<file path="src/rtl/gnw_loader_pkg.sv">
// rtl/gnw_loader_pkg.sv - shared types for the ROM load sequencer
//
// Contents:
//   gnw_load_state_t : load sequencing states
//   gnw_load_entry_t : one buffered ioctl write (word address + data)
// The entry field widths bound the ADDR_WIDTH/DATA_WIDTH parameters of the top.
package gnw_loader_pkg;

    localparam int GNW_ADDR_WIDTH = 25;
    localparam int GNW_DATA_WIDTH = 16;

    typedef enum logic [2:0] {
        IDLE,
        LOAD,
        DRAIN,
        HOLD,
        RUN
    } gnw_load_state_t;

    typedef struct packed {
        logic [GNW_ADDR_WIDTH-1:0] addr;
        logic [GNW_DATA_WIDTH-1:0] data;
    } gnw_load_entry_t;

endpackage

</file>
<file path="src/rtl/loader_fifo.sv">
// rtl/loader_fifo.sv - small first-word-fall-through FIFO for buffered ROM words
//
// Ports:
//   clk_sys_131_072 : clock
//   reset           : asynchronous active-high reset, empties the FIFO
//   push / din      : write din at the tail (caller guarantees room or a same-cycle pop)
//   pop             : drop the head (caller guarantees non-empty)
//   dout            : current head entry, valid whenever empty=0
//   count           : number of stored entries, 0..DEPTH
//   full / empty    : count==DEPTH / count==0
module loader_fifo #(
    parameter int DEPTH = 4,
    parameter int WIDTH = 41
) (
    input  logic                       clk_sys_131_072,
    input  logic                       reset,
    input  logic                       push,
    input  logic                       pop,
    input  logic [WIDTH-1:0]           din,
    output logic [WIDTH-1:0]           dout,
    output logic [$clog2(DEPTH):0]     count,
    output logic                       full,
    output logic                       empty
);

    localparam int AW = $clog2(DEPTH);
    localparam logic [AW:0] DEPTH_C = (AW+1)'(DEPTH);

    logic [WIDTH-1:0] mem [DEPTH];
    logic [AW-1:0]    rd_ptr;
    logic [AW-1:0]    wr_ptr;

    // Pointers wrap naturally because DEPTH is a power of two.
    always_ff @(posedge clk_sys_131_072 or posedge reset) begin
        if (reset) begin
            rd_ptr <= '0;
            wr_ptr <= '0;
            count  <= '0;
        end else begin
            if (push) wr_ptr <= wr_ptr + 1'b1;
            if (pop)  rd_ptr <= rd_ptr + 1'b1;
            count <= count + (AW+1)'(push) - (AW+1)'(pop);
        end
    end

    // Storage needs no reset; a full push+pop writes the slot being read,
    // which is safe because the read is combinational before the edge.
    always_ff @(posedge clk_sys_131_072) begin
        if (push) mem[wr_ptr] <= din;
    end

    assign dout  = mem[rd_ptr];
    assign full  = (count == DEPTH_C);
    assign empty = (count == '0);

endmodule

</file>
<file path="src/rtl/rom_load_sequencer.sv">
// rtl/rom_load_sequencer.sv - buffers HPS ioctl ROM words into SDRAM writes and sequences core reset
//
// Ports:
//   clk_sys_131_072, reset         : clock, asynchronous active-high reset
//   ioctl_download/wr/addr/dout    : HPS download port (word-addressed writes)
//   ioctl_wait                     : backpressure to the HPS (FIFO nearly full)
//   sdram_wr_req/addr/data         : SDRAM write request, held with frozen addr/data until ack
//   sdram_ack                      : one-cycle write completion
//   has_rom, core_reset            : ROM-loaded flag and core reset request
//   overflow                       : sticky, a download write was dropped
module rom_load_sequencer
    import gnw_loader_pkg::*;
#(
    parameter int ADDR_WIDTH  = 25,
    parameter int DATA_WIDTH  = 16,
    parameter int FIFO_DEPTH  = 4,
    parameter int HOLD_CYCLES = 1024
) (
    input  logic                  clk_sys_131_072,
    input  logic                  reset,
    input  logic                  ioctl_download,
    input  logic                  ioctl_wr,
    input  logic [ADDR_WIDTH-1:0] ioctl_addr,
    input  logic [DATA_WIDTH-1:0] ioctl_dout,
    output logic                  ioctl_wait,
    output logic                  sdram_wr_req,
    output logic [ADDR_WIDTH-1:0] sdram_addr,
    output logic [DATA_WIDTH-1:0] sdram_data,
    input  logic                  sdram_ack,
    output logic                  has_rom,
    output logic                  core_reset,
    output logic                  overflow
);

    localparam int FIFO_AW = $clog2(FIFO_DEPTH);
    localparam int CNT_W   = (HOLD_CYCLES > 1) ? $clog2(HOLD_CYCLES) : 1;

    localparam logic [FIFO_AW:0] WAIT_LEVEL = (FIFO_AW+1)'(FIFO_DEPTH - 1);
    localparam logic [CNT_W-1:0] HOLD_LOAD  = CNT_W'(HOLD_CYCLES - 1);

    gnw_load_state_t  state;
    gnw_load_state_t  state_next;
    gnw_load_entry_t  push_entry;
    gnw_load_entry_t  head_entry;

    logic [FIFO_AW:0] fifo_count;
    logic [FIFO_AW:0] next_count;
    logic             fifo_full;
    logic             fifo_empty;
    logic             wr_strobe;
    logic             do_push;
    logic             do_pop;
    logic             download_q;
    logic             download_rise;
    logic             download_fall;
    logic [CNT_W-1:0] hold_cnt;

    // FIFO admission and issue decisions
    always_comb begin
        wr_strobe       = ioctl_wr & ioctl_download;
        do_pop          = ~sdram_wr_req & ~fifo_empty;
        // a full FIFO still takes the word when the head leaves this cycle
        do_push         = wr_strobe & (~fifo_full | do_pop);
        next_count      = fifo_count + (FIFO_AW+1)'(do_push) - (FIFO_AW+1)'(do_pop);
        push_entry.addr = GNW_ADDR_WIDTH'(ioctl_addr);
        push_entry.data = GNW_DATA_WIDTH'(ioctl_dout);
        download_rise   = ioctl_download & ~download_q;
        download_fall   = ~ioctl_download & download_q;
    end

    loader_fifo #(
        .DEPTH (FIFO_DEPTH),
        .WIDTH ($bits(gnw_load_entry_t))
    ) u_fifo (
        .clk_sys_131_072 (clk_sys_131_072),
        .reset           (reset),
        .push            (do_push),
        .pop             (do_pop),
        .din             (push_entry),
        .dout            (head_entry),
        .count           (fifo_count),
        .full            (fifo_full),
        .empty           (fifo_empty)
    );

    // SDRAM issue engine, HPS backpressure and overflow flag
    always_ff @(posedge clk_sys_131_072 or posedge reset) begin
        if (reset) begin
            sdram_wr_req <= 1'b0;
            sdram_addr   <= '0;
            sdram_data   <= '0;
            ioctl_wait   <= 1'b0;
            overflow     <= 1'b0;
        end else begin
            ioctl_wait <= (next_count >= WAIT_LEVEL);
            if (wr_strobe && !do_push) overflow <= 1'b1;
            // pop only while req is low, leaving one idle cycle between writes
            if (do_pop) begin
                sdram_wr_req <= 1'b1;
                sdram_addr   <= ADDR_WIDTH'(head_entry.addr);
                sdram_data   <= DATA_WIDTH'(head_entry.data);
            end else if (sdram_ack) begin
                sdram_wr_req <= 1'b0;
            end
        end
    end

    // Load sequencing state register
    always_ff @(posedge clk_sys_131_072 or posedge reset) begin
        if (reset) begin
            state      <= IDLE;
            download_q <= 1'b0;
        end else begin
            state      <= state_next;
            download_q <= ioctl_download;
        end
    end

    always_comb begin
        state_next = state;
        case (state)
            IDLE:  if (download_rise) state_next = LOAD;
            LOAD:  if (download_fall) state_next = DRAIN;
            DRAIN: begin
                if (download_rise)                    state_next = LOAD;
                else if (fifo_empty && !sdram_wr_req) state_next = HOLD;
            end
            HOLD: begin
                if (download_rise)       state_next = LOAD;
                else if (hold_cnt == '0) state_next = RUN;
            end
            RUN:   if (download_rise) state_next = LOAD;
            default: state_next = IDLE;
        endcase
    end

    // Hold counter and registered core-facing outputs, updated on the transition edge
    always_ff @(posedge clk_sys_131_072 or posedge reset) begin
        if (reset) begin
            hold_cnt   <= '0;
            has_rom    <= 1'b0;
            core_reset <= 1'b1;
        end else begin
            if (state == DRAIN && state_next == HOLD) begin
                hold_cnt <= HOLD_LOAD;
            end else if (state == HOLD && hold_cnt != '0) begin
                hold_cnt <= hold_cnt - 1'b1;
            end
            has_rom    <= (state_next == RUN);
            core_reset <= (state_next != RUN);
        end
    end

endmodule

</file>
<file path="config.mk">
export PLATFORM = sky130hd
export DESIGN_NAME = rom_load_sequencer
export DESIGN_NICKNAME = d
export VERILOG_FILES = /design/src/rtl/gnw_loader_pkg.sv /design/src/rtl/loader_fifo.sv /design/src/rtl/rom_load_sequencer.sv
export SDC_FILE = /design/constraint.sdc
export NUM_CORES = 1
export LEC_CHECK = 0
export CORE_MARGIN = 3
export CORE_UTILIZATION = 25
export DETAILED_ROUTE_END_ITERATION = 7
export MAX_ROUTING_LAYER = met4
export SLEW_MARGIN = 20
export SYNTH_ARGS = -nofsm -noshare
export SYNTH_HDL_FRONTEND = slang
export SYNTH_SLANG_ARGS = --single-unit
</file>
<file path="constraint.sdc">
create_clock -name clk_sys_131_072 -period 3.04 [get_ports clk_sys_131_072]
set_input_delay 0.608 -clock clk_sys_131_072 [delete_from_list [all_inputs] [get_ports clk_sys_131_072]]
set_output_delay 0.608 -clock clk_sys_131_072 [all_outputs]
set_load 0.02 [all_outputs]
</file>
Yosys cells after proc, flatten, opt, wreduce, memory -nomap -nowiden. Memories as Yosys holds them, arrays and structs flattened. A register that Yosys moved wholly into a read port is not among the register bits. Index checks and enable logic that the tools add are counted.

Memories: 1. Input port bits: 46. Register bits after elaboration: 26. Output and inout port bits: 46. Word-level logic and storage cells: 63. RAM bits: 164.

Memories: u_fifo.mem (words 4, width 41, read ports 1, clocked after memory_dff 1, write ports 1, RTL line loader_fifo.sv:29) `logic [WIDTH-1:0] mem [DEPTH];`.

Reductions and logical operators: 13. Muxes and demuxes: 13. Bitwise operators: 11. Equal/unequal tests: 8. $lt $le $gt $ge: 1. $add $sub $neg: 5.

Operators with widths (number): $mux 10 (2); $mux 3 (6); $pmux 3 s4 (1); $logic_not 10->1 (1); $reduce_bool 10->1 (1); $sub 10x1->10 const B (1); $eq 3x2->1 const B (3); $eq 3x3->1 const B (3); $logic_not 3->1 (2); $and 1x1->1 (5); $not 1->1 (5); $add 2x1->2 const B (2); $logic_and 1x1->1 (4); $mux 1 (4); $reduce_bool 2->1 (2); $add 3x1->3 (1); $eq 3x1->1 const B (1); $ge 3x2->1 const B (1); $ne 3x3->1 const B (1); $sub 3x1->3 (1); $logic_not 1->1 (2); $reduce_or 2->1 (1); $or 1x1->1 (1).

Logic depth before layout (Yosys ltp). Gate-level depths: netlist (run 1).

Word-level depth: 8. Depth in mapped cells: 10. Mapped depth without buffers: 9.

By module. A second synthesis (run 1) with hierarchy kept.

Cells, all modules: 441. Area total of the unflattened synthesis: 8906.0 um^2.

By module, submodules not included: loader_fifo (area each 6363.6 um^2, instances 1, cells an instance 250, seq. area each 5099.9 um^2); rom_load_sequencer (area each 2542.4 um^2, instances 1, cells an instance 191, seq. area each 1502.7 um^2).

Worst setup path before layout (run 1). Ideal clock, no wire load.

Path type: input port to flip-flop. Start: input ioctl_wr. End: memory u_fifo.mem[0][0] (enable). Buffers on the path: 0. Data arrival time: 1.971 ns. Required time: 2.638 ns. Library setup time: 0.402 ns. Path slack: 0.667 ns. Stages on the path: 3. Cells stage by stage: nand2_1 -> nor2_1 -> and2_1.

Longest elaborated chain between the ends: 4.

Ends and longest elaborated chain: start, declared (RTL line rom_load_sequencer.sv:22) `input logic ioctl_wr,`; $and 1x1->1 (RTL line rom_load_sequencer.sv:60) `wr_strobe = ioctl_wr & ioctl_download;`; $and 1x1->1 (RTL line rom_load_sequencer.sv:63) `do_push = wr_strobe & (~fifo_full | do_pop);`; named net do_push (RTL line rom_load_sequencer.sv:51) `logic do_push;`; $mux 1 (RTL line loader_fifo.sv:49) `if (push) mem[wr_ptr] <= din;`; $mux 1 (not written as such) (RTL line loader_fifo.sv:49); end, declared (RTL line loader_fifo.sv:29).

The timed path passes the listed nets, and every way through them passes these cells.

Worst setup path after layout (run 1).
Start: register u_fifo.count[1]. End: register ioctl_wait.

Longest elaborated chain between the ends: 8. Elaborated cells between the ends (all ways): 10. Classes of those cells: add/sub: 2; order compare: 1; eq/ne: 1; bitwise: 5; reduce/logical: 1.

Ends and longest elaborated chain: start, declared (RTL line loader_fifo.sv:21) `output logic [$clog2(DEPTH):0] count,`; start signal, assigned (RTL line loader_fifo.sv:42) `count <= count + (AW+1)'(push) - (AW+1)'(pop);`; $logic_not 3->1 (RTL line loader_fifo.sv:54) `assign empty = (count == '0);`; $not 1->1 (RTL line rom_load_sequencer.sv:61) `do_pop = ~sdram_wr_req & ~fifo_empty;`; $and 1x1->1 (RTL line rom_load_sequencer.sv:61); $or 1x1->1 (RTL line rom_load_sequencer.sv:63); $and 1x1->1 (RTL line rom_load_sequencer.sv:63); $add 3x1->3 (RTL line rom_load_sequencer.sv:64) `next_count = fifo_count + (FIFO_AW+1)'(do_push) - (FIFO_AW+1)'(do_pop);`; $sub 3x1->3 (*) (RTL line rom_load_sequencer.sv:64); named net next_count[2] (RTL line rom_load_sequencer.sv:47) `logic [FIFO_AW:0] next_count;`; $ge 3x2->1 (*) (RTL line rom_load_sequencer.sv:95) `ioctl_wait <= (next_count >= WAIT_LEVEL);`; end signal, assigned (RTL line rom_load_sequencer.sv:95); end, declared (RTL line rom_load_sequencer.sv:25) `output logic ioctl_wait,`.

The timed path passes the listed nets; every way through them passes the cells marked *. A chain may end at the register's enable or synchronous reset.

==> results of run 1 <==
-- layout by cell type, fill, tap and decap left out, drive strengths merged, types with 2 or more instances in the layout --
cell type,Yosys,routed
nand2,4,4
edfxtp,164,164
dfrtp,66,66
or4,2,2
ha,7,7
o21a,2,2
o21ai,7,7
buf,10,11
clkbuf,6,36
nor2,5,5
nand2b,4,4
a21oi,5,5
nor4,3,3
and3,2,2
xor2,2,2
or3,3,3
xnor2,5,5
o22ai,4,4
mux4,41,41
and4,2,2
clkdlybuf4s50,0,91
mux2,42,42
nor3,5,5
clkinvlp,0,2
nor2b,2,2
o211ai,4,4
clkinv,0,8
inv,13,13
and2,4,4
a31oi,5,5
-- state kept, by name, summed over array words and instances, names as in the netlist, 2 cells and up --
name,flops
u_fifo.rd_ptr,2
u_fifo.count,3
u_fifo.mem,164
sdram_data,16
hold_cnt,10
sdram_addr,25
state,3
u_fifo.wr_ptr,2
-- final timing paths --
path,slack [ns],start,cells past startpoint,endpoint
max,0.77,u_fifo.count[1],9,ioctl_wait
min,0.46,reset,2,hold_cnt[0]
max reg2reg,0.77,u_fifo.count[1],9,ioctl_wait
min reg2reg,0.47,overflow,1,overflow
max in group asynchronous,1.94,reset,3,u_fifo.rd_ptr[0]
min in group clk_sys_131_072,0.47,overflow,1,overflow
-- stage by stage --
stage / total power [mW] / hold slack [ns]
floorplan: 6.41 / 0.485
global placement: 7.70 / 0.457
detailed placement: 7.74 / 0.465
CTS: 10.6 / 0.456
global route: 11.0 / 0.502
finish: 10.4 / 0.455
-- critical path: stages (launching register included) --
cell and delay, ns:
dfrtp_1 0.43, nor3_1 0.33, nor2_4 0.06, ha_1 0.28, inv_1 0.04, ha_1 0.19
fa_1 0.38, xor2_1 0.16, xnor2_1 0.14, a21o_1 0.16
-- where the power goes --
group / total [mW] / switching, mW / internal (mW)
clock: 2.78 / 1.21 / 1.57
sequential: 4.41 / 0.372 / 4.04
combinational: 3.18 / 1.51 / 1.67
total: 10.4 / 3.10 / 7.27
-- layer usage --
metal  global-route usage  wire length [um]  vias to the layer above
li1                     -                 -                     1953
met1                0.131              8160                     2212
met2                0.151              8380                      105
met3               0.0207               871                       28
met4               0.0190               284                        0
met5                    -                 0                        -
-- layout make-up --
cell class / instances / area, sq um
inverters: 13 / 50.0
clock buffers: 36 / 677
flip-flops and latches: 231 / 6610
clock inverters: 10 / 76.3
repair buffers: 102 / 1070
well taps: 455 / 569
fillers: 3300 / 23500
diodes: 1 / 2.50
multi-input cells: 172 / 2070
-- logic make-up after synthesis --
kind of cell             after synthesis  synth area share
AO/OA/AOI/OAI                         34            0.0276
XOR/XNOR                               7           0.00698
adder cells (fa/ha/maj)                8            0.0122
buffers and inverters                 29            0.0138
flip-flops                           231             0.752
multiplexers                          83             0.159
AND/OR/NAND/NOR                       40            0.0288
==> results_dict.tcl, run 1 <==
set metrics [dict create \
    yosysSeqAreaShare 0.752 \
    rsz0062_at_grt "no" \
    synthCells 432 \
    rows 68 \
    syn-num-nets 486 \
    area_growth_pct 26.6 \
    grt_pass1_wl_um 27700 \
    arrival_ns 2.68 \
    antenna_found_initial 1 \
    postRouteAntennaNets 0 \
    wl_um 17700 \
    p_leak_nw 3.76 \
    final_cell_count_no_fill 1020 \
    slew_headroom 0.443 \
    fin_crit_sh 0.747 \
    synth_top_cell_area_share 0.561 \
    cts.root.buffer_cell "clkbuf_16" \
    startpoint_type "flop" \
    hp-class "in -> async" \
    synth_warnings 0 \
    post-route-util 0.321 \
    die_area_sq_mm 0.0374 \
    cts_tree "yes" \
    cts_setup_buffers 0 \
    placed_area_sq_mm 0.0104 \
    slew_viol_final 0 \
    drive_above_1_share 0.259 \
    hold_viol_final 0 \
    pwr_density_cell_mw_per_mm2 932 \
    yosys.area.top_type "edfxtp_1" \
    syn_area_sq_mm 0.00878 \
    io_buffers 91 \
    num-nets-final 599 \
    setup_ws_ns 0.768 \
    initial_core_util 0.254 \
    tightest_slew_ns 0.828 \
    worstSetupPathType "reg -> reg" \
    dp_hpwl_um 11000 \
    synth-edff-count 164 \
    synthArstFlopShare 0.290 \
    first_pass_iters 4 \
    cts_sinks 231 \
    finalSetupViolCount 0 \
    grt_pass1_vias 4505 \
    synthTopCellsByArea "edfxtp_1 56%, dfrtp_1 19%, mux4_2 11%, mux2_2 5.4%, ha_1 1.0%" \
    place_congestion 0.741 \
    drc 0 \
    synth_commonest_cells "164 x edfxtp_1, 66 x dfrtp_1, 42 x mux2_2, 41 x mux4_2, 13 x inv_1" \
    vdd_drop_max_uv 476 \
    cts_resized 0 \
    tns_ns 0 \
    status "finished, final reports clean" \
    ys_seq_elements 231 \
    synth_cell_types 46 \
    final_cell_area_sq_mm 0.0111 \
    cts_max_path_buffers 3 \
    fmax_mhz 440 \
    synth_most_common_cell "edfxtp_1" \
    place_ws_ns 0.452 \
    grt_max_degree 44 \
    crit_fanout 5 \
    dr.first_iter.drc_count 262 \
    htree_num_levels 1 \
    ys.flop_type "edfxtp_1" \
    endpoint_kind "flop" \
    skew_ns 0.0100 \
    dieHeight_um 193 \
    cap_viol_max_count 0 \
    required_ns 3.45 \
    via_count 4298 \
    ios 92 \
    grt_util_all_layers 0.0964 \
    core_sq_mm 0.0346 \
    avgViaCountPerCell 4.21 \
    wire_per_inst_um 17.4 \
    clk_pin_slew_ns 0.06 \
    cts_made_buffers 25 \
    dp.cells 973 \
    insertion_delay_ns 0.52 \
    overflow 0 \
    timing.final.crit_period_ns 2.27 \
    synth.avg_cell_area_sq_um 20.3 \
    dieWidth_um 193 \
    cts_hold_buf 0 \
]
Note: power is estimated with default switching activity, not from simulation.
==> run 2: changes to the inputs <==
Clock period 3.04 ns to 2.03 ns, I/O delays scaled along.
==> results_dict.tcl, run 2 (synthesized netlist as in run 1, its figures left out) <==
set metrics [dict create \
    cts_tree "yes" \
    num-nets-final 622 \
    overflow 0 \
    skew_ns 0.0313 \
    area_growth_pct 31.7 \
    grt_pass1_vias 4793 \
    startpoint_type "flop" \
    grt_pass1_wl_um 28200 \
    dr.first_iter.drc_count 178 \
    cts_hold_buf 0 \
    r2r_end "ioctl_wait" \
    routed.top_layer "met4" \
    arrival_ns 2.44 \
    violations "negative setup slack" \
    initial_core_util 0.254 \
    dp.cells 993 \
    dp_hpwl_um 11200 \
    power.total_mw 16.5 \
    largest_reg_flops 164 \
    pwr_density_cell_mw_per_mm2 1430 \
    internal-power_mw 11.7 \
    timing.final.crit_period_ns 2.04 \
    io_buffers 91 \
    r2r_cells 9 \
    nFillCells 3268 \
    cts_sinks 231 \
    layout_common_cells "164 x edfxtp_1, 87 x clkdlybuf4s50_1, 63 x dfrtp_1, 42 x mux2_2, 41 x mux4_2" \
    insertion_delay_ns 0.54 \
    dieWidth_um 193 \
    place_congestion 0.660 \
    cts.root.buffer_cell "clkbuf_16" \
    grt_max_degree 44 \
    layout_commonest_cell "edfxtp_1" \
    grt_util_all_layers 0.0982 \
    holdWs_ns 0.329 \
    avgViaCountPerCell 4.19 \
    finalSetupViolCount 1 \
    place_ws_ns -0.234 \
    via_count 4366 \
    cap_viol_max_count 0 \
    core_sq_mm 0.0346 \
    cts_max_path_buffers 3 \
    wire_per_inst_um 17.2 \
    top_regs "u_fifo.mem x164, sdram_addr x25, sdram_data x16" \
    p_clk_frac 0.289 \
    worstSetupPathType "reg -> reg" \
    crit_fanout 2 \
    postRouteAntennaNets 0 \
    slew_viol_final 0 \
    fin_crit_sh 1.00 \
    ios 92 \
    vdd_drop_max_uv 800 \
    slew_headroom 0.542 \
    tightest_slew_ns 0.687 \
    status "finished, violations left" \
    switching_share 0.290 \
    hold_viol_final 0 \
    rows 68 \
    antenna_cells 0 \
    wl_um 17900 \
    final_cell_count_no_fill 1043 \
    first_pass_iters 4 \
    setup_ws_ns -0.00607 \
    wl_met3_um 729 \
    comb_power_share 0.316 \
    dieHeight_um 193 \
    antenna_found_initial 0 \
    wl_met1_um 8010 \
    r2r_slack_ns -0.006 \
    htree_num_levels 1 \
    fmax_mhz 491 \
    die_area_sq_mm 0.0374 \
    pwr-share-seq 0.395 \
    clk_pin_slew_ns 0.06 \
    drc 0 \
    post-route-util 0.334 \
    worstReg2RegStart "u_fifo.count[0]" \
    cts_made_buffers 26 \
    drive_above_1_share 0.311 \
    p_leak_nw 3.98 \
    regMostFlops "u_fifo.mem" \
    endpoint_kind "flop" \
    wl_met2_um 8730 \
    hp-class "in -> async" \
    rsz0062_at_grt "yes" \
    power_switching_mw 4.79 \
    required_ns 2.43 \
]
==> run 2: changes by cell type in the layout (fill, tap and decap cells not counted), sizes merged <==
cell,previous run,this run
clkbuf,36,35
dlygate4sd2,0,2
clkdlybuf4s50,91,87
dlymetal6s2s,0,2
diode,1,0
buf,11,33
bufinv,0,3
==> run 2: worst max path at each step <==
stage	slack (ns)	cells past startpoint	end	from
finish	-0.006	9	ioctl_wait	u_fifo.count[0]
detailed placement	-0.23	6	u_fifo.mem[2][8]	ioctl_wr
CTS	-0.02	9	ioctl_wait	u_fifo.count[1]
global route	-0.10	9	ioctl_wait	u_fifo.count[1]
global placement	-0.25	6	u_fifo.mem[1][2]	ioctl_wr
floorplan	-0.16	10	ioctl_wait	u_fifo.count[1]
==> run 2: layout make-up <==
type	count	area [sq um]	share of cell area
clock buffer	35	724	0.0626
clock inverter	13	159	0.0137
inverter	13	52.6	0.00454
multi-input combinational	172	2130	0.184
sequential	231	6610	0.571
tap	455	569	0.0492
timing repair buffer	124	1320	0.114
==> run 2: layer usage <==
metal,track usage,vias to the layer above
met1,0.126,2240
met4,0.0230,0
li1,-,1991
met5,-,-
met3,0.0211,36
met2,0.161,99
==> run 2: timing repair <==
item / CTS / global route
hold endpoints to repair: 0 / 0
setup endpoints to repair: 3 / 4
pin swaps: 4 / 1
setup buffers: 2 / 0
gates resized for setup: 2 / 7
==> run 2: power by group through the flow <==
| stage | clock network (mW) | logic, mW | registers (mW) |
|---|---|---|---|
| floorplan | 0 | 2.62 | 7.05 |
| global placement | 0 | 5.21 | 6.61 |
| detailed placement | 0 | 5.24 | 6.63 |
| CTS | 4.95 | 5.32 | 6.54 |
| global route | 5.15 | 5.67 | 6.64 |
| finish | 4.78 | 5.22 | 6.53 |
==> run 2: stage by stage <==
step | instance area [sq um] | TNS (ns)
6_report | 11600 | -0.00607
5_1_grt | 11600 | -0.164
4_1_cts | 11500 | -0.0175
3_5_place_dp | 10600 | -36.22
3_3_place_gp | 10600 | -38.81
2_1_floorplan | 8840 | -4.07
==> run 2: worst max-delay path, stage by stage (launching register included) <==
cell and delay [ns]:
dfrtp_1 0.40, nor3_4 0.22, nor2_4 0.06, ha_4 0.26, inv_2 0.03, ha_4 0.14, fa_2 0.34, xor2_2 0.16
xnor2_2 0.14, a21o_1 0.16
==> run 3: changes to the inputs <==
Settings changed: SKIP_LAST_GASP set to 1.
==> results of run 3 <==
The final DEF is identical to that of run 2; final timing and power are the same.
